File: src/rtl/ctrl_pkg.sv
// Shared constants for the multi-cycle controller:
// opcodes, ALU fields, FSM states, mux selects, exception codes.
package ctrl_pkg;

  localparam logic [4:0] OP_R    = 5'b00000;
  localparam logic [4:0] OP_J    = 5'b00001;
  localparam logic [4:0] OP_BNE  = 5'b00010;
  localparam logic [4:0] OP_JAL  = 5'b00011;
  localparam logic [4:0] OP_JR   = 5'b00100;
  localparam logic [4:0] OP_ADDI = 5'b00101;
  localparam logic [4:0] OP_BLT  = 5'b00110;
  localparam logic [4:0] OP_SW   = 5'b00111;
  localparam logic [4:0] OP_LW   = 5'b01000;
  localparam logic [4:0] OP_SETX = 5'b10101;
  localparam logic [4:0] OP_BEX  = 5'b10110;

  localparam logic [4:0] AF_ADD = 5'b00000;
  localparam logic [4:0] AF_SUB = 5'b00001;
  localparam logic [4:0] AF_MUL = 5'b00110;
  localparam logic [4:0] AF_DIV = 5'b00111;

  typedef enum logic [2:0] {
    S_RST,
    S_FETCH,
    S_DECODE,
    S_EXEC,
    S_MEM,
    S_MDWAIT,
    S_WB
  } state_e;

  localparam logic [1:0] WS_ALU  = 2'd0;
  localparam logic [1:0] WS_MEM  = 2'd1;
  localparam logic [1:0] WS_MD   = 2'd2;
  localparam logic [1:0] WS_CODE = 2'd3;

  localparam logic [1:0] PS_INC = 2'd0;
  localparam logic [1:0] PS_BR  = 2'd1;
  localparam logic [1:0] PS_JT  = 2'd2;
  localparam logic [1:0] PS_REG = 2'd3;

  localparam logic [31:0] EC_ADD  = 32'd1;
  localparam logic [31:0] EC_ADDI = 32'd2;
  localparam logic [31:0] EC_SUB  = 32'd3;
  localparam logic [31:0] EC_MUL  = 32'd4;
  localparam logic [31:0] EC_DIV  = 32'd5;

  // One-hot instruction class bit positions
  localparam int CL_ADD  = 0;
  localparam int CL_SUB  = 1;
  localparam int CL_RALU = 2;
  localparam int CL_ADDI = 3;
  localparam int CL_MUL  = 4;
  localparam int CL_DIV  = 5;
  localparam int CL_LW   = 6;
  localparam int CL_SW   = 7;
  localparam int CL_BNE  = 8;
  localparam int CL_BLT  = 9;
  localparam int CL_J    = 10;
  localparam int CL_JAL  = 11;
  localparam int CL_JR   = 12;
  localparam int CL_BEX  = 13;
  localparam int CL_SETX = 14;
  localparam int CL_NOP  = 15;
  localparam int NCLS    = 16;

  typedef logic [NCLS-1:0] cls_t;

  // $rstatus code for an excepting class
  function automatic logic [31:0] exc_code(input cls_t c);
    logic [31:0] r;
    r = '0;
    if (c[CL_ADD])  r = EC_ADD;
    if (c[CL_ADDI]) r = EC_ADDI;
    if (c[CL_SUB])  r = EC_SUB;
    if (c[CL_MUL])  r = EC_MUL;
    if (c[CL_DIV])  r = EC_DIV;
    return r;
  endfunction

endpackage

File: src/rtl/insn_class_dec.sv
// Opcode / ALU-field decode into a one-hot class vector.
// Anything not in the opcode map decodes as NOP.
module insn_class_dec
  import ctrl_pkg::*;
#(
  parameter int OPW    = 5,
  parameter int ALUOPW = 5
) (
  input  logic [OPW-1:0]    op,
  input  logic [ALUOPW-1:0] fn,
  output cls_t              cls
);

  // Exactly one class bit is set for every encoding
  always_comb begin
    cls = '0;
    unique case (op)
      OPW'(OP_R): begin
        unique case (fn)
          ALUOPW'(AF_ADD): cls[CL_ADD]  = 1'b1;
          ALUOPW'(AF_SUB): cls[CL_SUB]  = 1'b1;
          ALUOPW'(AF_MUL): cls[CL_MUL]  = 1'b1;
          ALUOPW'(AF_DIV): cls[CL_DIV]  = 1'b1;
          default:         cls[CL_RALU] = 1'b1;
        endcase
      end
      OPW'(OP_J):    cls[CL_J]    = 1'b1;
      OPW'(OP_BNE):  cls[CL_BNE]  = 1'b1;
      OPW'(OP_JAL):  cls[CL_JAL]  = 1'b1;
      OPW'(OP_JR):   cls[CL_JR]   = 1'b1;
      OPW'(OP_ADDI): cls[CL_ADDI] = 1'b1;
      OPW'(OP_BLT):  cls[CL_BLT]  = 1'b1;
      OPW'(OP_SW):   cls[CL_SW]   = 1'b1;
      OPW'(OP_LW):   cls[CL_LW]   = 1'b1;
      OPW'(OP_SETX): cls[CL_SETX] = 1'b1;
      OPW'(OP_BEX):  cls[CL_BEX]  = 1'b1;
      default:       cls[CL_NOP]  = 1'b1;
    endcase
  end

endmodule

File: src/rtl/multicycle_ctrl.sv
// Multi-cycle FETCH/DECODE/EXEC/MEM/WB sequencer with
// mul/div handshake, bounded wait and $rstatus writes.
module multicycle_ctrl
  import ctrl_pkg::*;
#(
  parameter int IW         = 32,
  parameter int OPW        = 5,
  parameter int ALUOPW     = 5,
  parameter int RSTATUS    = 30,
  parameter int MD_TIMEOUT = 64
) (
  input  logic              clock,
  input  logic              reset,
  input  logic [IW-1:0]     q_imem,
  input  logic              alu_ovf,
  input  logic              alu_ne,
  input  logic              alu_lt,
  input  logic              md_ready,
  input  logic              md_exception,
  output logic              ir_en,
  output logic              pc_en,
  output logic [1:0]        pc_sel,
  output logic [ALUOPW-1:0] ALUop,
  output logic              ALUinB,
  output logic              wren,
  output logic              ctrl_writeEnable,
  output logic [1:0]        wr_sel,
  output logic [4:0]        wr_reg,
  output logic [31:0]       wr_code,
  output logic              ctrl_MULT,
  output logic              ctrl_DIV,
  output logic              busy,
  output logic              md_timeout
);

  localparam int CW = (MD_TIMEOUT > 2) ? $clog2(MD_TIMEOUT) : 1;
  localparam logic [CW-1:0] CNT_LAST = CW'(MD_TIMEOUT - 1);

  state_e            state_q, state_d;
  logic [IW-1:0]     ir_q, ir_d;
  cls_t              cls_q, cls_d, cls_dec;
  logic [4:0]        rd_q, rd_d;
  logic [CW-1:0]     cnt_q, cnt_d;
  logic              tmo_q, tmo_d;
  logic              exc;

  logic              ir_en_q, ir_en_d;
  logic              pc_en_q, pc_en_d;
  logic [1:0]        pc_sel_q, pc_sel_d;
  logic [ALUOPW-1:0] aluop_q, aluop_d;
  logic              alub_q, alub_d;
  logic              wren_q, wren_d;
  logic              we_q, we_d;
  logic [1:0]        wr_sel_q, wr_sel_d;
  logic [4:0]        wr_reg_q, wr_reg_d;
  logic [31:0]       wr_code_q, wr_code_d;
  logic              mult_q, mult_d;
  logic              div_q, div_d;
  logic              busy_q, busy_d;
  logic              bne_q, bne_d;
  logic              blt_q, blt_d;
  logic              bex_q, bex_d;

  logic [OPW-1:0]    op_f;
  logic [ALUOPW-1:0] fn_f;
  logic [4:0]        rd_f;
  logic [31:0]       t_f;

  assign op_f = ir_q[IW-1 -: OPW];
  assign fn_f = ir_q[ALUOPW+1:2];
  assign rd_f = ir_q[IW-OPW-1 -: 5];
  assign t_f  = 32'(ir_q[IW-OPW-1:0]);

  insn_class_dec #(
    .OPW    (OPW),
    .ALUOPW (ALUOPW)
  ) u_dec (
    .op  (op_f),
    .fn  (fn_f),
    .cls (cls_dec)
  );

  // Next state, IR capture, decode latch and mul/div wait counter
  always_comb begin
    state_d = state_q;
    ir_d    = ir_q;
    cls_d   = cls_q;
    rd_d    = rd_q;
    cnt_d   = cnt_q;
    tmo_d   = tmo_q;
    exc     = 1'b0;
    if (ir_en_q) ir_d = q_imem;
    unique case (state_q)
      S_RST:    state_d = S_FETCH;
      S_FETCH:  state_d = S_DECODE;
      S_DECODE: begin
        state_d = S_EXEC;
        cls_d   = cls_dec;
        rd_d    = rd_f;
      end
      S_EXEC: begin
        unique case (1'b1)
          cls_q[CL_ADD], cls_q[CL_SUB], cls_q[CL_ADDI]: begin
            state_d = S_WB;
            exc     = alu_ovf;
          end
          cls_q[CL_RALU]: state_d = S_WB;
          cls_q[CL_LW], cls_q[CL_SW]: state_d = S_MEM;
          cls_q[CL_MUL], cls_q[CL_DIV]: begin
            state_d = S_MDWAIT;
            cnt_d   = '0;
          end
          cls_q[CL_BNE], cls_q[CL_BLT], cls_q[CL_J],
          cls_q[CL_JAL], cls_q[CL_JR], cls_q[CL_BEX],
          cls_q[CL_SETX], cls_q[CL_NOP]: state_d = S_FETCH;
          default: state_d = S_FETCH;
        endcase
      end
      S_MEM: state_d = cls_q[CL_LW] ? S_WB : S_FETCH;
      S_MDWAIT: begin
        cnt_d = cnt_q + CW'(1);
        if (md_ready) begin
          state_d = S_WB;
          exc     = md_exception;
        end else if (cnt_q == CNT_LAST) begin
          state_d = S_WB;
          exc     = 1'b1;
          tmo_d   = 1'b1;
        end
      end
      S_WB:    state_d = S_FETCH;
      default: state_d = S_RST;
    endcase
  end

  // Outputs for the state being entered, from the latched IR
  always_comb begin
    ir_en_d   = 1'b0;
    pc_en_d   = 1'b0;
    pc_sel_d  = PS_INC;
    aluop_d   = '0;
    alub_d    = 1'b0;
    wren_d    = 1'b0;
    we_d      = 1'b0;
    wr_sel_d  = WS_ALU;
    wr_reg_d  = '0;
    wr_code_d = '0;
    mult_d    = 1'b0;
    div_d     = 1'b0;
    bne_d     = 1'b0;
    blt_d     = 1'b0;
    bex_d     = 1'b0;
    busy_d    = (state_d != S_FETCH);
    unique case (state_d)
      S_FETCH: ir_en_d = 1'b1;
      S_EXEC: begin
        unique case (1'b1)
          cls_dec[CL_ADD], cls_dec[CL_SUB],
          cls_dec[CL_RALU]: aluop_d = fn_f;
          cls_dec[CL_ADDI], cls_dec[CL_LW],
          cls_dec[CL_SW]: alub_d = 1'b1;
          cls_dec[CL_BNE]: begin
            aluop_d = ALUOPW'(AF_SUB);
            pc_en_d = 1'b1;
            bne_d   = 1'b1;
          end
          cls_dec[CL_BLT]: begin
            aluop_d = ALUOPW'(AF_SUB);
            pc_en_d = 1'b1;
            blt_d   = 1'b1;
          end
          cls_dec[CL_BEX]: begin
            aluop_d = ALUOPW'(AF_SUB);
            pc_en_d = 1'b1;
            bex_d   = 1'b1;
          end
          cls_dec[CL_J]: begin
            pc_en_d  = 1'b1;
            pc_sel_d = PS_JT;
          end
          cls_dec[CL_JAL]: begin
            pc_en_d  = 1'b1;
            pc_sel_d = PS_JT;
            we_d     = 1'b1;
            wr_sel_d = WS_CODE;
            wr_reg_d = 5'd31;
          end
          cls_dec[CL_JR]: begin
            pc_en_d  = 1'b1;
            pc_sel_d = PS_REG;
          end
          cls_dec[CL_SETX]: begin
            pc_en_d   = 1'b1;
            we_d      = 1'b1;
            wr_sel_d  = WS_CODE;
            wr_reg_d  = 5'(RSTATUS);
            wr_code_d = t_f;
          end
          cls_dec[CL_MUL]: mult_d  = 1'b1;
          cls_dec[CL_DIV]: div_d   = 1'b1;
          cls_dec[CL_NOP]: pc_en_d = 1'b1;
          default: ;
        endcase
      end
      S_MEM: begin
        wren_d  = cls_q[CL_SW];
        pc_en_d = cls_q[CL_SW];
      end
      S_WB: begin
        pc_en_d = 1'b1;
        if (exc) begin
          we_d      = 1'b1;
          wr_reg_d  = 5'(RSTATUS);
          wr_sel_d  = WS_CODE;
          wr_code_d = exc_code(cls_q);
        end else begin
          we_d     = (rd_q != 5'd0);
          wr_reg_d = rd_q;
          if (cls_q[CL_LW])
            wr_sel_d = WS_MEM;
          else if (cls_q[CL_MUL] || cls_q[CL_DIV])
            wr_sel_d = WS_MD;
        end
      end
      default: ;
    endcase
  end

  // State, context and registered outputs; reset drops all
  always_ff @(posedge clock or posedge reset) begin
    if (reset) begin
      state_q   <= S_RST;
      ir_q      <= '0;
      cls_q     <= '0;
      rd_q      <= '0;
      cnt_q     <= '0;
      tmo_q     <= 1'b0;
      ir_en_q   <= 1'b0;
      pc_en_q   <= 1'b0;
      pc_sel_q  <= PS_INC;
      aluop_q   <= '0;
      alub_q    <= 1'b0;
      wren_q    <= 1'b0;
      we_q      <= 1'b0;
      wr_sel_q  <= WS_ALU;
      wr_reg_q  <= '0;
      wr_code_q <= '0;
      mult_q    <= 1'b0;
      div_q     <= 1'b0;
      busy_q    <= 1'b0;
      bne_q     <= 1'b0;
      blt_q     <= 1'b0;
      bex_q     <= 1'b0;
    end else begin
      state_q   <= state_d;
      ir_q      <= ir_d;
      cls_q     <= cls_d;
      rd_q      <= rd_d;
      cnt_q     <= cnt_d;
      tmo_q     <= tmo_d;
      ir_en_q   <= ir_en_d;
      pc_en_q   <= pc_en_d;
      pc_sel_q  <= pc_sel_d;
      aluop_q   <= aluop_d;
      alub_q    <= alub_d;
      wren_q    <= wren_d;
      we_q      <= we_d;
      wr_sel_q  <= wr_sel_d;
      wr_reg_q  <= wr_reg_d;
      wr_code_q <= wr_code_d;
      mult_q    <= mult_d;
      div_q     <= div_d;
      busy_q    <= busy_d;
      bne_q     <= bne_d;
      blt_q     <= blt_d;
      bex_q     <= bex_d;
    end
  end

  // Branch flags only exist in EXEC, where the ALU flags
  // are valid, so the taken select is resolved late
  always_comb begin
    pc_sel = pc_sel_q;
    if (bne_q) pc_sel = alu_ne ? PS_BR : PS_INC;
    if (blt_q) pc_sel = alu_lt ? PS_BR : PS_INC;
    if (bex_q) pc_sel = alu_ne ? PS_JT : PS_INC;
  end

  assign ir_en            = ir_en_q;
  assign pc_en            = pc_en_q;
  assign ALUop            = aluop_q;
  assign ALUinB           = alub_q;
  assign wren             = wren_q;
  assign ctrl_writeEnable = we_q;
  assign wr_sel           = wr_sel_q;
  assign wr_reg           = wr_reg_q;
  assign wr_code          = wr_code_q;
  assign ctrl_MULT        = mult_q;
  assign ctrl_DIV         = div_q;
  assign busy             = busy_q;
  assign md_timeout       = tmo_q;

endmodule

File: config.mk
export PLATFORM = sky130hd
export DESIGN_NAME = multicycle_ctrl
export DESIGN_NICKNAME = d
export VERILOG_FILES = /design/src/rtl/ctrl_pkg.sv /design/src/rtl/insn_class_dec.sv /design/src/rtl/multicycle_ctrl.sv
export SDC_FILE = /design/constraint.sdc
export NUM_CORES = 1
export LEC_CHECK = 0
export BUFFER_PORTS_ARGS = -buffer_cell sky130_fd_sc_hd__buf_2
export CORE_AREA = 3 3 97 99
export DETAILED_ROUTE_END_ITERATION = 7
export DIE_AREA = 0 0 100 102
export PLACE_DENSITY = 0.74
export SLEW_MARGIN = 40
export SYNTH_ARGS = -nofsm -noshare
export SYNTH_HDL_FRONTEND = slang
export SYNTH_SLANG_ARGS = --single-unit
File: constraint.sdc
create_clock -name clock -period 7.1 [get_ports clock]
set_input_delay 0.71 -clock clock [delete_from_list [all_inputs] [get_ports clock]]
set_output_delay 0.71 -clock clock [all_outputs]
set_load 0.05 [all_outputs]
Word-level counts from Yosys, hierarchy flattened
Cells that the tools add are included.

Bits in registers: 112. Input bits: 39. Logic and storage cells: 145.

$add $sub $neg: 1. Reduce and logical (&&, ||, !) cells: 21. Bitwise gates (word level): 1. Muxes and demuxes: 74. Equal/unequal tests: 26.

Operators by type and width (number): 32-bit 2-to-1 mux (4); 32-bit case mux with 2 select lines (1); 1-bit 2-to-1 mux (39); 5-bit by 3-bit == test with 1-bit output (second input constant) (6); 5-bit case mux with 2 select lines (3); 27-bit 2-to-1 mux (1); 2-bit 2-to-1 mux (11); 3-bit case mux with 6 select lines (1); 3-bit == test (second input constant) (5); 3-bit 2-to-1 mux (4); 6-bit case mux with 2 select lines (1); 3-bit OR reduction (4); 11-bit OR reduction (1); 5-bit by 1-bit == test with 1-bit output (second input constant) (2); 5-bit by 2-bit == test with 1-bit output (second input constant) (2); 5-bit == test (second input constant) (2); 5-bit logical NOT (2); 5-bit 2-to-1 mux (2); 2-bit OR reduction (5); 3-bit by 2-bit == test with 1-bit output (second input constant) (3); 3-bit case mux with 3 select lines (1); 2-bit case mux with 2 select lines (2); 4-bit OR reduction (2); 8-bit OR reduction (1); other kinds (16) (18).

Longest topological paths before layout
Gate-level depths: netlist of the first run.

Word-level depth: 7. Depth in mapped cells: 8. Gate-level depth less buffers: 6.

Cells and area by module
A second synthesis of the first run with hierarchy kept.

Cells, all modules: 356. Area total of the unflattened synthesis: 4375.4 µm².

Modules (own cells, without submodules): multicycle_ctrl (instances 1, cells each 321, seq. area each 2677.6 µm², area each 4137.7 µm²); insn_class_dec (instances 1, cells each 35, seq. area each 0.0 µm², area each 237.7 µm²).

Least setup slack after synthesis of the first run
Ideal clock, no wire load.

Kind: register to output. From: reg bne_q. To: out pc_sel[1]. Required time: 6.390 ns. Stages on the path, launching flop included: 2. Buffers on the path: 0. Slack: 4.313 ns. Data arrival time: 2.077 ns. Cell sequence: dfrtp_1 -> o41ai_1.

Cells in the longest elaborated chain, start to end: 3.

RTL lines: start: declaration (line multicycle_ctrl.sv:60) `logic bne_q, bne_d;`; start signal: assignment (line multicycle_ctrl.sv:274) `bne_q <= bne_d;`; 2-bit 2-to-1 mux (line multicycle_ctrl.sv:284) `if (bne_q) pc_sel = alu_ne ? PS_BR : PS_INC;`; 2-bit 2-to-1 mux (line multicycle_ctrl.sv:285) `if (blt_q) pc_sel = alu_lt ? PS_BR : PS_INC;`; 2-bit 2-to-1 mux (line multicycle_ctrl.sv:286) `if (bex_q) pc_sel = alu_ne ? PS_JT : PS_INC;`; end: declaration (line multicycle_ctrl.sv:22) `output logic [1:0] pc_sel,`.

No other way between the ends.

Final worst setup path of the first run
From: reg cls_q[6]. To: reg wr_reg_q[3], in the netlist wr_reg[3].

Cells in the longest elaborated chain, start to end: 5. Elaborated cells on any way between the ends: 7. Those cells by class: eq/ne (2); mux (4); reduce/logical (1).

RTL lines: start: declaration (line multicycle_ctrl.sv:41) `cls_t cls_q, cls_d, cls_dec;`; start signal: assignment (line multicycle_ctrl.sv:257) `cls_q <= cls_d;`; 2-bit OR reduction (line multicycle_ctrl.sv:102) `unique case (1'b1)`; 3-bit case mux with 3 select lines (line multicycle_ctrl.sv:102); 3-bit case mux with 6 select lines (*) (line multicycle_ctrl.sv:93) `unique case (state_q)`; net state_d[0] (line multicycle_ctrl.sv:39) `state_e state_q, state_d;`; 3-bit == test or 3-bit by 2-bit == test with 1-bit output (tied branches) (line multicycle_ctrl.sv:154) `unique case (state_d)`; 5-bit case mux with 2 select lines (*) (line multicycle_ctrl.sv:154); net wr_reg_d[3] (line multicycle_ctrl.sv:55) `logic [4:0] wr_reg_q, wr_reg_d;`; end signal: assignment (line multicycle_ctrl.sv:269) `wr_reg_q <= wr_reg_d;`; end: declaration (line multicycle_ctrl.sv:55).

Mark *: on every way through the listed nets, which the timed path passes. The rest lies on a longest branch. A chain may end at the register's enable or synchronous reset.

==> flow_summary.toml, run 1 <==
[floorplanning]
fp.coreArea_mm2 = 0.00864
die_area_mm2 = 0.0102
fp-row-count = 34
io_pins = 94
dieWidth_um = 100
die_h_um = 102
start_util = 0.497

[layout]
nNetsFinal = 470
fin_cells = 543
drive_gt1_frac = 0.382
syn2layout_area_growth_pct = 16.1
largest_reg_flops = 32
fin_util = 0.577
layout_commonest_cell = "dfrtp_1"
most-common-layout-cells = "dfrtp_1 (107), buf_2 (88), mux2_2 (36)"
top_register = "ir_q"
diodes = 0

[critical_path]
crit_chain = "or4_1, o31a_1, o211ai_2, or3b_1, o21ai_1"
crit_slowest_cell = "or4_1"
worst_setup_path_start_kind = "flop"
worstSetupEndpointType = "flop"
cp_max_fo = 10
cp_num_buf_inv = 0
critPathTopFamily = "simple AND/OR/NAND/NOR gates"
cp.required_ps = 7330
cp-startpoint = "cls_q[6]"
critPathMaxStageDelay_ps = 570
crit_type = "reg -> reg"
cp.arrival_ps = 2490
r2r_slack_ps = 4840
timing.rr.start = "cls_q[6]"

[clock_tree]
insertion_delay_ps = 370
numCtsBuffers = 9
hold_buffers = 0
clock-sinks = 107
clk_pin_slew_ps = 120
cts_buffer_depth = 2
cts_tree = "yes"
post_cts_resize_count = 0
cts-root-buf = "clkbuf_8"
cts.htree.levels = 3
cts_setup_buffers = 0

[sta]
fin_setup_tns_ps = 0
postLayoutSetupSlackWorst_ps = 4840
setup_viol = 0
worstMarginPinSlew_ps = 588
rsz0062_at_grt = "no"
min_period_ps = 2260
final.period_utilization = 0.318
hold_violations = 0
slew_headroom = 0.608
max_clock_freq_ghz = 0.443
slew_viol_final = 0
finClkSkew_ps = 18.0

[global_route]
grt_max_degree = 69
overflow = 0
grt_pass1_wl_mm = 14.0
grt-busiest-layer = "met2"
grt.total_usage = 0.173
antenna_found_initial = 0
use_met3 = 0.0758
use_met2 = 0.275
grt_pass1_vias = 2903
met1_usage = 0.220

[place]
dp_slack_ps = 4800
dp_cells = 527
gp_congestion = 0.791
hpwlAfterDp_mm = 6.07
io_buffers = 88

[synthesis]
synth_edf_count = 0
synthCells = 345
synth_ff_type = "dfrtp_1"
ys_ff_latch = 107
yosysSeqAreaShare = 0.624
synth_top_area_frac = 0.624
yosys-top-cells-area = "dfrtp_1 (62%), mux2_2 (9.4%), and2_1 (3.9%), nand2_1 (2.4%), nor2_1 (2.2%)"
synth-async-reset-ratio = 1.00
yosysTopAreaCell = "dfrtp_1"
avgSynthCellArea_um2 = 12.4
yosys_warnings = 0
synth_cell_types = 56
netlist_area_mm2 = 0.00429

[pwr]
p_sw_frac = 0.372
p_leak_nw = 2.54
seqPwrFrac = 0.492
power_frac_comb = 0.305
p_clk_frac = 0.203
powerDensity_mw_per_mm2 = 363
max-vdd-ir-drop_v = 0.000182
intPower_mw = 1.14
power_mw = 1.81
switching_power_uw = 673

[route]
wl_mm = 8.31
first_pass_iters = 4
drt_iter0_drc = 127
route.vias.total = 2860
drc = 0
drt-vias-per-instance = 5.27
routedWlPerCell_um = 15.3
ant_nets = 0

[job]
drv_cap = 0

[hold_path]
worst_hold_path_type = "in -> async"

[run_status]
status = "completed"
layout make-up:
cell class	instances	area, µm²
Inverter	7	28.8
Sequential cell	107	2680
Clock inverter	7	77.6
Fill cell	720	3650
Clock buffer	9	124
Timing Repair Buffer	91	470
Multi-Input combinational cell	214	1470
Tap cell	108	135
power by group through the flow:
stage | Clock (mW) | Sequential (mW) | Combinational, mW
2_1_floorplan | 0 | 0.937 | 0.404
3_3_place_gp | 0 | 0.894 | 0.540
3_5_place_dp | 0 | 0.903 | 0.556
4_1_cts | 0.379 | 0.890 | 0.557
5_1_grt | 0.402 | 0.915 | 0.603
6_report | 0.367 | 0.891 | 0.552
synthesized netlist by cell type (4+ instances only):
library cell  count
a21oi_1           6
and2_1           27
and3_1            6
buf_4             5
clkbuf_1         10
dfrtp_1         107
inv_1             7
mux2_2           36
nand2_1          28
nor2_1           25
nor4_1            4
o21ai_0          17
o21ai_1           6
layer usage:
layer / wire [µm] / vias up
li1: - / 1351
met1: 3530 / 1406
met2: 3860 / 91
met3: 812 / 12
met4: 102 / 0
met5: 0 / -
cell families (layout without fill, tap and decap cells):
| group | count (synthesis) | count (layout) | share of synthesized area |
|---|---|---|---|
| AO/OA/AOI/OAI | 52 | 52 | 0.0837 |
| XOR/XNOR | 1 | 1 | 0.00204 |
| adder cells (fa/ha/maj) | 1 | 1 | 0.00291 |
| buffers and inverters | 28 | 114 | 0.0370 |
| flip-flops | 107 | 107 | 0.624 |
| multiplexers | 38 | 38 | 0.0991 |
| other | 1 | 5 | 0.000874 |
| AND/OR/NAND/NOR | 117 | 117 | 0.151 |
worst reg2reg max path: cells and delay by family, from the launching register on:
kind	cells	cell delay, ps
flip-flops	1	480
AND/OR/NAND/NOR	2	1000
AO/OA/AOI/OAI	3	660
path summary, 6_finish.rpt:
kind | endpoint | cells after the start
max | wr_reg[3] | 5
min | ir_q[18] | 2
max reg2reg | wr_reg[3] | 5
min reg2reg | md_timeout | 1
max in group asynchronous | cnt_q[2] | 3
min in group clock | md_timeout | 1
metrics by stage:
| stage | area [µm²] | hold WS [ps] |
|---|---|---|
| 2_1_floorplan | 4310 | 435 |
| 3_3_place_gp | 4770 | 449 |
| 3_5_place_dp | 4780 | 453 |
| 4_1_cts | 4980 | 356 |
| 5_1_grt | 4980 | 374 |
| 6_report | 4980 | 348 |
(Power assumes the default switching activity.)
==> inputs of run 2 (changes only) <==
- CORE_AREA: 3 3 97 99 -> 3 3 99 101
- DIE_AREA: 0 0 100 102 -> 0 0 102 104
- clock period: 7.1 -> 2 ns (I/O delays scaled with it)
==> flow_summary.toml, run 2 (same netlist as run 1, synthesis figures left out) <==
[layout]
layout_commonest_cell = "dfrtp_1"
top_register = "ir_q"
diodes = 0
most-common-layout-cells = "dfrtp_1 (106), buf_2 (88), mux2_2 (36)"
nNetsFinal = 483
fin_util = 0.564
drive_gt1_frac = 0.409
fin_cells = 558
nFillCells = 766
largest_reg_flops = 32
syn2layout_area_growth_pct = 19.6

[sta]
slew_viol_final = 0
hold_violations = 0
setup_viol = 0
final.period_utilization = 0.967
min_period_ps = 1930
finClkSkew_ps = 13.7
worstMarginPinSlew_ps = 550
slew_headroom = 0.633
max_clock_freq_ghz = 0.517

[route]
routedWlPerCell_um = 15.4
drc = 0
wl_mm = 8.62
route.vias.total = 2891
ant_nets = 0
drt_iter0_drc = 80
drt-vias-per-instance = 5.18
first_pass_iters = 4

[pwr]
power_mw = 6.59
p_leak_nw = 2.61
powerDensity_mw_per_mm2 = 1280
max-vdd-ir-drop_v = 0.000688

[place]
dp_cells = 540
io_buffers = 88
gp_congestion = 0.869
hpwlAfterDp_mm = 6.17

[critical_path]
cp.required_ps = 2220
cp.arrival_ps = 2150
cp_num_buf_inv = 1
critPathMaxStageDelay_ps = 530
crit_type = "reg -> reg"
worstSetupEndpointType = "flop"
worst_setup_path_start_kind = "flop"
cp_max_fo = 10
timing.rr.start = "cls_q[0]"
crit_slowest_cell = "or4_4"
critPathTopFamily = "simple AND/OR/NAND/NOR gates"
crit_chain = "or4_4, o31a_1, o211ai_2, or3b_1, buf_6, o21ai_1"
cp-startpoint = "cls_q[0]"

[run_status]
status = "completed"

[global_route]
grt_max_degree = 51
grt.total_usage = 0.174
grt_pass1_wl_mm = 14.6
overflow = 0
grt_pass1_vias = 2984
antenna_found_initial = 0

[hold_path]
min_from = "q_imem[5]"
worst_hold_path_type = "in -> reg"

[floorplanning]
die_area_mm2 = 0.0106
fp.coreArea_mm2 = 0.00911
dieWidth_um = 102
start_util = 0.471
fp-row-count = 35
io_pins = 94
die_h_um = 104

[job]
drv_cap = 0

[clock_tree]
clock-sinks = 107
cts_tree = "yes"
numCtsBuffers = 9
insertion_delay_ps = 360
cts-root-buf = "clkbuf_8"
cts_buffer_depth = 2
cts.htree.levels = 3
clk_pin_slew_ps = 100
## run 2: cell types whose count changed in the layout (fill, tap and decap cells not counted), sizes merged
cell | previous run | this run
buf | 91 | 103
bufinv | 0 | 1
clkinvlp | 0 | 1
dlygate4sd3 | 0 | 1
inv | 11 | 8
## run 2: where the power goes
group | internal, mW | switching (mW)
logic | 0.918 | 1.20
clock network | 0.592 | 0.724
registers | 2.71 | 0.445
total | 4.22 | 2.36
## run 2: worst reg2reg max path, cell delays in order (launching register included)
cell and delay (ps):
dfrtp_1 410, or4_4 530, o31a_1 310, o211ai_2 170, or3b_1 150, buf_6 140, o21ai_1 90
## run 2: what timing repair did
action | 4_1_cts | 5_1_grt
gates resized for setup | 0 | 8
setup endpoints to repair | 0 | 13
buffers inserted | 0 | 2
hold buffers | 1 | 0
hold endpoints to repair | 22 | 0
## run 2: stage by stage
step | hold WS (ps) | setup TNS, ps | worst slack (ps) | cell area, µm²
2_1_floorplan | 321 | 0 | 117 | 4320
3_3_place_gp | 268 | 0 | 81.4 | 4890
3_5_place_dp | 278 | 0 | 54.6 | 4890
4_1_cts | 37.4 | 0 | 2.62 | 5100
5_1_grt | 22.9 | -1.29 | -1.29 | 5140
6_report | 55.9 | 0 | 65.5 | 5140
## run 2: final timing paths
kind / endpoint / slack [ps] / cells past startpoint
setup / recovery: wr_reg[3] / 70 / 6
hold / removal: ir_q[5] / 60 / 2
setup reg to reg: wr_reg[3] / 70 / 6
hold reg to reg: md_timeout / 470 / 1
max in group asynchronous: state_q[2] / 920 / 4
min in group asynchronous: ir_q[11] / 430 / 3
## run 2: routing by layer
| layer | vias to the layer above | routed length, µm | global-route usage |
|---|---|---|---|
| li1 | 1376 | - | - |
| met1 | 1428 | 3700 | 0.229 |
| met2 | 79 | 4230 | 0.277 |
| met3 | 8 | 594 | 0.0684 |
| met4 | 0 | 90 | 0.0319 |
| met5 | - | 0 | 0 |
## run 2: layout make-up
type / count / area (µm²) / area share
clock inverters: 6 / 75.1 / 0.0146
flip-flops and latches: 107 / 2680 / 0.522
clock buffers: 9 / 124 / 0.0241
repair buffers: 104 / 592 / 0.115
well taps: 111 / 139 / 0.0270
inverters: 7 / 30.0 / 0.00585
multi-input cells: 214 / 1500 / 0.292
==> inputs of run 3 (changes only) <==
==> constraint.sdc (replaced) <==
create_clock -name clock -period 2 [get_ports clock]
set_input_delay 0.5 -clock clock [delete_from_list [all_inputs] [get_ports clock]]
set_output_delay 0.5 -clock clock [all_outputs]
set_load 0.05 [all_outputs]
==> flow_summary.toml, run 3 (same netlist as run 1, synthesis figures left out) <==
[route]
first_pass_iters = 4
wl_mm = 8.40
drt-vias-per-instance = 5.14
drc = 0
drt_iter0_drc = 124
route.vias.total = 2865
routedWlPerCell_um = 15.1
ant_nets = 0

[pwr]
powerDensity_mw_per_mm2 = 1270
max-vdd-ir-drop_v = 0.000648
power_mw = 6.50
p_leak_nw = 2.59

[global_route]
grt_max_degree = 108
antenna_found_initial = 1
grt_pass1_wl_mm = 14.0
overflow = 0
grt_pass1_vias = 2928
grt.total_usage = 0.166

[hold_path]
worst_hold_path_type = "in -> async"

[critical_path]
crit_type = "reg -> reg"
cp_max_fo = 10
critPathMaxStageDelay_ps = 540
critPathTopFamily = "simple AND/OR/NAND/NOR gates"
crit_slowest_cell = "or4_4"
worst_setup_path_start_kind = "flop"
cp.required_ps = 2220
cp.arrival_ps = 2140
crit_chain = "or4_4, o31a_1, o211ai_2, or3b_4, buf_8, o21ai_1"
cp_num_buf_inv = 1
worstSetupEndpointType = "flop"

[floorplanning]
die_h_um = 104
io_pins = 94
start_util = 0.471
dieWidth_um = 102
fp.coreArea_mm2 = 0.00911
fp-row-count = 35
die_area_mm2 = 0.0106

[layout]
nFillCells = 763
most-common-layout-cells = "dfrtp_1 (105), buf_2 (87), mux2_2 (36)"
largest_reg_flops = 32
drive_gt1_frac = 0.410
syn2layout_area_growth_pct = 19.1
nNetsFinal = 481
layout_commonest_cell = "dfrtp_1"
top_register = "ir_q"
diodes = 0

[place]
io_buffers = 88
gp_congestion = 0.862
hpwlAfterDp_mm = 6.00

[clock_tree]
cts_buffer_depth = 2
clock-sinks = 107
cts_tree = "yes"
cts.htree.levels = 3
cts-root-buf = "clkbuf_8"
clk_pin_slew_ps = 100
insertion_delay_ps = 360
numCtsBuffers = 9

[sta]
finClkSkew_ps = 16.9
min_period_ps = 1920
hold_violations = 0
slew_viol_final = 0
worstMarginPinSlew_ps = 551
max_clock_freq_ghz = 0.520
slew_headroom = 0.633
rsz0062_at_grt = "no"
setup_viol = 0
final.period_utilization = 0.961
fin_setup_tns_ps = 0

[run_status]
status = "completed"

[job]
drv_cap = 0
[run 3: worst paths after layout]
check / cells after the start / end / start / slack (ps)
worst max-delay path: 6 / ctrl_writeEnable / cls_q[1] / 80
worst min-delay path: 3 / ir_q[11] / reset / 260
worst max register to register: 6 / ctrl_writeEnable / cls_q[1] / 80
worst min register to register: 1 / md_timeout / md_timeout / 480
max in group asynchronous: 3 / state_q[1] / reset / 1260
min in group clock: 3 / ir_q[29] / q_imem[29] / 340
[run 3: tightest hold or removal path: cells and delay by family]
kind                   cells  cell delay (ps)
buffers and inverters      3              590
[run 3: per-layer routing]
metal  vias up  global-route usage  wire length, µm
met1      1398               0.218             3550
met4         2              0.0394              102
li1       1370                   -                -
met5         -                   0               13
met3        14              0.0664              616
met2        81               0.258             4120
[run 3: repair_timing]
item,CTS,global route
resized for setup,2,13
gates cloned,0,0
endpoints found under the setup margin,1,10
pin swaps,0,2
hold buffers,0,0
setup buffers,0,1
[run 3: layout make-up]
type	count	area [µm²]	share of cell area
well taps	111	139	0.0272
multi-input cells	214	1520	0.297
repair buffers	102	572	0.112
clock buffers	10	128	0.0250
inverters	7	30.0	0.00587
clock inverters	6	47.5	0.00930
flip-flops and latches	107	2680	0.524
[run 3: where the power goes]
part / switching [mW] / internal (mW) / total (mW)
registers: 0.452 / 2.71 / 3.17
clock network: 0.722 / 0.467 / 1.19
logic: 1.19 / 0.956 / 2.15
total: 2.37 / 4.14 / 6.50
[run 3: per-stage QoR]
step           worst slack [ps]  instances  hold WS (ps)   util  area, µm²
2_1_floorplan              67.1        349           435      -       4320
3_3_place_gp               81.1        540           455  0.535       4880
3_5_place_dp               18.3        540           463  0.535       4880
4_1_cts                    32.4        556           294  0.555       5050
5_1_grt                    4.53        557           315  0.561       5110
6_report                   78.8        557           264  0.561       5110
